$ cat config.mk
export PLATFORM = sky130hd
export DESIGN_NAME = pb_debounce
export DESIGN_NICKNAME = d
export VERILOG_FILES = /design/src/rtl/pb_debounce.sv
export SDC_FILE = /design/constraint.sdc
export NUM_CORES = 1
export LEC_CHECK = 0
export BUFFER_PORTS_ARGS = -buffer_cell sky130_fd_sc_hd__buf_4
export CELL_PAD_IN_SITES_DETAIL_PLACEMENT = 1
export CELL_PAD_IN_SITES_GLOBAL_PLACEMENT = 2
export CORE_UTILIZATION = 38
export DETAILED_ROUTE_END_ITERATION = 10
export PLACE_DENSITY = 0.79
export SYNTH_ARGS = -nofsm -noshare
export SYNTH_HDL_FRONTEND = slang
export SYNTH_SLANG_ARGS = --single-unit
$ cat constraint.sdc
create_clock -name clk -period 2.5 [get_ports clk]
set_input_delay 0.125 -clock clk [delete_from_list [all_inputs] [get_ports clk]]
set_output_delay 0.125 -clock clk [all_outputs]
set_load 0.01 [all_outputs]
$ cat src/rtl/pb_debounce.sv
// Mode push-button front end: two-flop synchronizer plus a stable-time FSM that
// gives a debounced pressed level and registered press, release and long-press pulses.
module pb_debounce #(
  parameter int DB_CYCLES   = 50000,
  parameter int LONG_CYCLES = 50000000
) (
  input  logic clk,
  input  logic rst_n,
  input  logic PB_n,
  output logic tgglMd,
  output logic press_pls,
  output logic rel_pls,
  output logic long_pls
);

  localparam int DBW = $clog2(DB_CYCLES);
  localparam int HW  = $clog2(LONG_CYCLES);
  localparam logic [DBW-1:0] DB_LAST   = DBW'(DB_CYCLES - 1);
  localparam logic [HW-1:0]  HOLD_LAST = HW'(LONG_CYCLES - 1);
  localparam logic [HW-1:0]  HOLD_PRE  = HW'(LONG_CYCLES - 2);

  typedef enum logic [1:0] {
    IDLE         = 2'd0,
    PRESS_WAIT   = 2'd1,
    PRESSED      = 2'd2,
    RELEASE_WAIT = 2'd3
  } state_t;

  logic           s1_r, s2_r;
  state_t         state_r, state_s;
  logic [DBW-1:0] db_cnt_r, db_cnt_s;
  logic [HW-1:0]  hold_cnt_r, hold_cnt_s;
  logic           tggl_r, tggl_s;
  logic           press_r, press_s;
  logic           rel_r, rel_s;
  logic           long_r, long_s;

  // Two-flop synchronizer; reset value is the released level.
  always_ff @(posedge clk) begin
    if (!rst_n) begin
      s1_r <= 1'b1;
      s2_r <= 1'b1;
    end else begin
      s1_r <= PB_n;
      s2_r <= s1_r;
    end
  end

  // State, counters and registered outputs.
  always_ff @(posedge clk) begin
    if (!rst_n) begin
      state_r    <= IDLE;
      db_cnt_r   <= {DBW{1'b0}};
      hold_cnt_r <= {HW{1'b0}};
      tggl_r     <= 1'b0;
      press_r    <= 1'b0;
      rel_r      <= 1'b0;
      long_r     <= 1'b0;
    end else begin
      state_r    <= state_s;
      db_cnt_r   <= db_cnt_s;
      hold_cnt_r <= hold_cnt_s;
      tggl_r     <= tggl_s;
      press_r    <= press_s;
      rel_r      <= rel_s;
      long_r     <= long_s;
    end
  end

  // Next-state logic; pulses are decoded from the transition so they line up with tgglMd.
  always_comb begin
    state_s    = state_r;
    db_cnt_s   = db_cnt_r;
    hold_cnt_s = hold_cnt_r;
    press_s    = 1'b0;
    rel_s      = 1'b0;
    long_s     = 1'b0;
    case (state_r)
      IDLE: begin
        db_cnt_s = {DBW{1'b0}};
        if (!s2_r) begin
          state_s = PRESS_WAIT;
        end else begin
          state_s = IDLE;
        end
      end
      PRESS_WAIT: begin
        if (s2_r) begin
          state_s  = IDLE;
          db_cnt_s = {DBW{1'b0}};
        end else if (db_cnt_r == DB_LAST) begin
          state_s    = PRESSED;
          db_cnt_s   = {DBW{1'b0}};
          hold_cnt_s = {HW{1'b0}};
          press_s    = 1'b1;
        end else begin
          db_cnt_s = db_cnt_r + DBW'(1);
        end
      end
      PRESSED: begin
        db_cnt_s = {DBW{1'b0}};
        if (s2_r) begin
          state_s = RELEASE_WAIT;
        end else if (hold_cnt_r != HOLD_LAST) begin
          // Saturating hold count means the long pulse can fire only once per press.
          hold_cnt_s = hold_cnt_r + HW'(1);
          long_s     = (hold_cnt_r == HOLD_PRE);
        end else begin
          hold_cnt_s = hold_cnt_r;
        end
      end
      RELEASE_WAIT: begin
        if (!s2_r) begin
          state_s  = PRESSED;
          db_cnt_s = {DBW{1'b0}};
        end else if (db_cnt_r == DB_LAST) begin
          state_s  = IDLE;
          db_cnt_s = {DBW{1'b0}};
          rel_s    = 1'b1;
        end else begin
          db_cnt_s = db_cnt_r + DBW'(1);
        end
      end
      default: begin
        state_s    = IDLE;
        db_cnt_s   = {DBW{1'b0}};
        hold_cnt_s = {HW{1'b0}};
      end
    endcase
    tggl_s = (state_s == PRESSED) || (state_s == RELEASE_WAIT);
  end

  assign tgglMd    = tggl_r;
  assign press_pls = press_r;
  assign rel_pls   = rel_r;
  assign long_pls  = long_r;

endmodule
==> impl_metrics.py, run 1 <==
metrics = {
    "clock_network": {
        "clk_pin_slew_worst_paths_ps": 90,
        "cts_made_buffers": 5,
        "cts_buffer_depth": 2,
        "cts_resized": 0,
        "h-tree-depth": 2,
        "cts.sinks": 49,
        "cts_tree": "built",
        "ctsRootBufferMaster": "clkbuf_8",
        "clk_latency_ps": 300,
    },
    "setup_path": {
        "startpoint_type": "register",
        "worstSetupEndpointType": "register",
        "cp_cell_sequence": "or4b_1 > or4_4 > o21a_1 > a41oi_1 > a31oi_1",
        "slowest_stage": "or4_4",
        "worstPathArrival_ps": 2500,
        "worstPathRequired_ps": 2680,
        "worstPathMaxFanout": 13,
        "worst-path-buf-inv": 0,
        "cpPeakStageDelay_ps": 590,
        "crit_family": "simple AND/OR/NAND/NOR gates",
        "path_class": "register to register",
    },
    "final_layout": {
        "final_common_cell": "dfxtp_1",
        "synthToLayoutAreaGrowth_pct": 12.38,
        "drive_gt1_frac": 0.1294,
        "layout_common_cells": "dfxtp_1 (49), nor2_1 (32), nand2_1 (28), buf_4 (22), nand3_1 (16)",
        "nets": 314,
        "final_util": 0.4517,
        "antenna_cells": 0,
    },
    "global_route": {
        "grt_usage": 0.2079,
        "grt_overflow_total": 0,
        "grt_pass1_wl_mm": 10.64,
        "antenna_found_initial": 0,
        "grt_pass1_vias": 2079,
        "grt_start_max_net_pins": 16,
    },
    "sta": {
        "slew_headroom": 0.5087,
        "setup_violations": 0,
        "period_share": 0.9300,
        "tns_ps": 0,
        "grt_setup_unrepaired": "no",
        "period_needed_ps": 2325,
        "tightest_slew_ps": 730.2,
        "hold_viol_final": 0,
        "fin_skew_ps": 5.341,
        "fmax_mhz": 430.1,
        "slew_viol_final": 0,
    },
    "yosys": {
        "async_flop_share": 0,
        "synth.distinct_cells": 56,
        "ys_seq_area_frac": 0.4027,
        "synth_seq_cells": 49,
        "yosysWarnings": 0,
        "synth-edff-count": 0,
        "yosysTopAreaCellShare": 0.4027,
        "synth.area.top_cells": "dfxtp_1 (40%), nor2_1 (4.9%), nand2_1 (4.3%)",
        "synth_top_area_cell": "dfxtp_1",
        "synth_area_mm2": 0.002436,
        "netlist_instances": 289,
        "ys.flop_type": "dfxtp_1",
        "syn_nets": 295,
        "synth_area_per_cell_um2": 8.429,
    },
    "floorplan": {
        "die_area_mm2": 0.006735,
        "boundaryPins": 7,
        "die_width_um": 82.07,
        "core-area_mm2": 0.006061,
        "start_util": 0.4019,
        "num_rows": 28,
        "die_h_um": 82.07,
    },
    "placed_design": {
        "place_hpwl_mm": 4.720,
        "io_buffer_count": 6,
        "gp_congestion": 0.7500,
    },
    "detailed_routing": {
        "avgRoutedWirePerCell_um": 16.63,
        "drt-met1-wl_mm": 3.439,
        "drtIter0Drc": 66,
        "wl_met3_um": 120,
        "num_vias": 2202,
        "top_layer_used": "met4",
        "routed_wirelength_mm": 6.385,
        "wl_met2_mm": 2.748,
        "drc": 0,
        "dr.pass1.iters": 4,
        "drt.antenna.violating_nets": 0,
        "vias_per_cell": 5.734,
    },
    "pwr": {
        "clockPowerShare": 0.364,
        "p_seq_frac": 0.608,
        "switchingPower_w": 0.0002972,
        "internal_power_w": 0.0009988,
        "swShare": 0.2293,
        "power.density_mw_per_mm2": 473.4,
        "leakagePower_nw": 0.8953,
        "ir_worst_vdd_mv": 0.2258,
        "combPwrFrac": 0.028,
    },
    "min_path": {
        "hold_class": "input pin to register",
    },
    "run_status": {
        "status": "finished, final reports clean",
    },
    "flow_run": {
        "max_cap_viol_count": 0,
    },
}
[Yosys cell counts (3+ instances only)]
cell	n
o21ai_1	7
dfxtp_1	49
xor2_1	9
nor2_1	32
nand4_1	13
nand2_1	28
nor4_1	5
inv_1	14
or3_1	7
and4_1	4
clkbuf_1	7
ha_1	3
nor3_1	3
nand2b_1	3
a22oi_1	6
a31oi_1	8
a21oi_1	14
and3_1	5
mux2i_1	5
nand3_1	16
o21ai_0	6
[sequential cells by signal, indices dropped and copies added, names as in the netlist]
| name | count |
|---|---|
| db_cnt_r | 16 |
| hold_cnt_r | 26 |
| long_pls | 1 |
| press_pls | 1 |
| rel_pls | 1 |
| s1_r | 1 |
| s2_r | 1 |
| state_r | 2 |
[final cells by class]
type	instances	area, µm²
Tap cell	75	93.84
Inverter	14	52.55
Multi-Input combinational cell	215	1348
Timing Repair Buffer	23	175.2
Clock inverter	2	15.01
Sequential cell	49	980.9
Fill cell	744	3323
Clock buffer	6	72.57
[cell families after synthesis]
logic type	synth area share
xor+xnor	0.03955
simple gates	0.2933
fa+ha+maj	0.01541
compound gates	0.1844
flops	0.4027
buf+inv	0.04417
mux	0.02055
[power groups by stage]
stage | clock [W] | combinational (W) | sequential (W)
5_1_grt | 0.000522 | 0.0000405 | 0.000789
4_1_cts | 0.000494 | 0.0000367 | 0.000788
6_report | 0.000471 | 0.0000364 | 0.000788
2_1_floorplan | 0 | 0.0000259 | 0.000805
3_3_place_gp | 0 | 0.0000344 | 0.000807
3_5_place_dp | 0 | 0.0000354 | 0.000807
[path summary, 6_finish.rpt]
check,start,endpoint,slack [ps],cells past startpoint
worst max-delay path,hold_cnt_r[7],hold_cnt_r[14],170,5
worst min-delay path,rst_n,s2_r,50,2
worst max register to register,hold_cnt_r[7],hold_cnt_r[14],170,5
worst min register to register,s1_r,s2_r,420,1
[timing repair]
| item | CTS | global route |
|---|---|---|
| setup buffers | 0 | 0 |
| endpoints found under the hold margin | 1 | 0 |
| hold buffers | 1 | 0 |
[metrics by stage]
step | hold slack [ps] | instance area (µm²) | setup WS (ps) | power [W] | cells
floorplan | 198.0 | 2436 | 399.9 | 0.0008306 | 289
global placement | 310.9 | 2640 | 246.3 | 0.0008409 | 375
detailed placement | 317.9 | 2640 | 181.9 | 0.0008420 | 375
CTS | 34.79 | 2738 | 180.2 | 0.001319 | 384
global route | 35.56 | 2738 | 57.27 | 0.001352 | 384
finish | 46.02 | 2738 | 174.9 | 0.001296 | 384
[layer usage]
layer | track usage | up-vias
met5 | 0 | -
met4 | 0.05088 | 0
met3 | 0.03444 | 8
met2 | 0.3182 | 29
met1 | 0.3005 | 1067
li1 | - | 1098
Note: power is estimated with default switching activity, not from simulation.
==> inputs of run 2 (changes only) <==
Settings changed: HOLD_SLACK_MARGIN set to 0.05.
==> run 2 against run 1 <==
  * Hold slack better by 390 ps
  * Clock skew down 0.90 ps
  * Register-to-register slack about the same
==> impl_metrics.py, run 2 (synthesized netlist as in run 1, its figures left out) <==
metrics = {
    "floorplan": {
        "die_h_um": 82.07,
        "boundaryPins": 7,
        "die_width_um": 82.07,
        "core-area_mm2": 0.006061,
        "num_rows": 28,
        "start_util": 0.4019,
        "die_area_mm2": 0.006735,
    },
    "sta": {
        "period_needed_ps": 2326,
        "tns_ps": 0,
        "tightest_slew_ps": 758.2,
        "slew_headroom": 0.4899,
        "setup_violations": 0,
        "period_share": 0.9305,
        "fmax_mhz": 429.9,
        "hold_ws_ps": 431.5,
        "slew_viol_final": 0,
        "grt_setup_unrepaired": "no",
        "hold_viol_final": 0,
        "fin_skew_ps": 4.438,
    },
    "global_route": {
        "antenna_found_initial": 0,
        "grt_usage": 0.2081,
        "grt_start_max_net_pins": 16,
        "grt_pass1_vias": 2072,
        "grt_pass1_wl_mm": 10.65,
        "grt_overflow_total": 0,
    },
    "pwr": {
        "power.density_mw_per_mm2": 470.2,
        "ir_worst_vdd_mv": 0.2246,
        "leakagePower_nw": 0.9023,
        "totalPowerFinal_w": 0.001297,
    },
    "setup_path": {
        "r2r-start": "hold_cnt_r[7]",
        "path_class": "register to register",
        "cp_cell_sequence": "or4b_1 > or4_4 > o21a_1 > a41oi_1 > a31oi_1",
        "crit_family": "simple AND/OR/NAND/NOR gates",
        "slowest_stage": "or4_4",
        "worstPathMaxFanout": 13,
        "cpPeakStageDelay_ps": 590,
        "startpoint_type": "register",
        "worst-path-buf-inv": 0,
        "worstPathRequired_ps": 2680,
        "worstSetupEndpointType": "register",
        "critPathLaunch": "hold_cnt_r[7]",
        "worstPathArrival_ps": 2510,
    },
    "min_path": {
        "hold_class": "register to register",
        "hold_start": "s1_r",
    },
    "clock_network": {
        "cts_tree": "built",
        "clk_pin_slew_worst_paths_ps": 90,
        "cts_made_buffers": 5,
        "post_cts_buffers": 0,
        "ctsRootBufferMaster": "clkbuf_8",
        "cts.sinks": 49,
        "clk_latency_ps": 300,
        "h-tree-depth": 2,
        "cts_buffer_depth": 2,
    },
    "final_layout": {
        "drive_gt1_frac": 0.1286,
        "antenna_cells": 0,
        "fill_cells": 745,
        "reg.largest.list": "hold_cnt_r x26, db_cnt_r x16, state_r x2",
        "largest_register_ffs": 26,
        "final_common_cell": "dfxtp_1",
        "largest-register": "hold_cnt_r",
        "nets": 316,
        "layout_common_cells": "dfxtp_1 (49), nor2_1 (32), nand2_1 (28), buf_4 (22), nand3_1 (16)",
        "synthToLayoutAreaGrowth_pct": 13.20,
    },
    "placed_design": {
        "gp_congestion": 0.7500,
        "place_hpwl_mm": 4.720,
        "io_buffer_count": 6,
    },
    "detailed_routing": {
        "num_vias": 2184,
        "drc": 0,
        "routed_wirelength_mm": 6.407,
        "drt.antenna.violating_nets": 0,
        "avgRoutedWirePerCell_um": 16.60,
        "dr.pass1.iters": 4,
        "vias_per_cell": 5.658,
        "drtIter0Drc": 79,
    },
    "run_status": {
        "status": "finished, final reports clean",
    },
    "flow_run": {
        "max_cap_viol_count": 0,
    },
}
-- run 2: cell type report --
type / count / area [µm²] / area share
clock buffers: 6 / 72.57 / 0.02632
multi-input cells: 215 / 1348 / 0.4887
repair buffers: 25 / 195.2 / 0.07078
inverters: 14 / 52.55 / 0.01906
flip-flops and latches: 49 / 980.9 / 0.3557
clock inverters: 2 / 15.01 / 0.005445
well taps: 75 / 93.84 / 0.03403
-- run 2: where the power goes --
group / internal, W / switching (W)
clock network: 0.000198 / 0.000271
registers: 0.000784 / 0.00000428
logic: 0.0000190 / 0.0000201
-- run 2: final timing paths --
check / cells after the start / end / slack [ps]
hold reg to reg: 1 / s2_r / 430
hold / removal: 1 / s2_r / 430
setup / recovery: 5 / hold_cnt_r[14] / 170
setup reg to reg: 5 / hold_cnt_r[14] / 170
-- run 2: per-layer routing --
metal	global-route usage	up-vias	routed length (µm)
met5	0	-	0
met4	0.05088	0	46
met3	0.03444	4	109
met2	0.3182	18	2814
met1	0.3011	1062	3437
li1	-	1100	-
-- run 2: repair_timing --
action / 4_1_cts / 5_1_grt
gates resized for setup: 0 / 0
hold buffers: 3 / 0
endpoints found under the hold margin: 2 / 0
setup endpoints to repair: 0 / 0
-- run 2: per-stage QoR --
step	setup slack, ps	cells	instance area, µm²	utilization
CTS	180.2	386	2758	0.4550
floorplan	399.9	289	2436	-
finish	173.8	386	2758	0.4550
global placement	246.3	375	2640	0.4356
detailed placement	181.9	375	2640	0.4356
global route	57.27	386	2758	0.4550
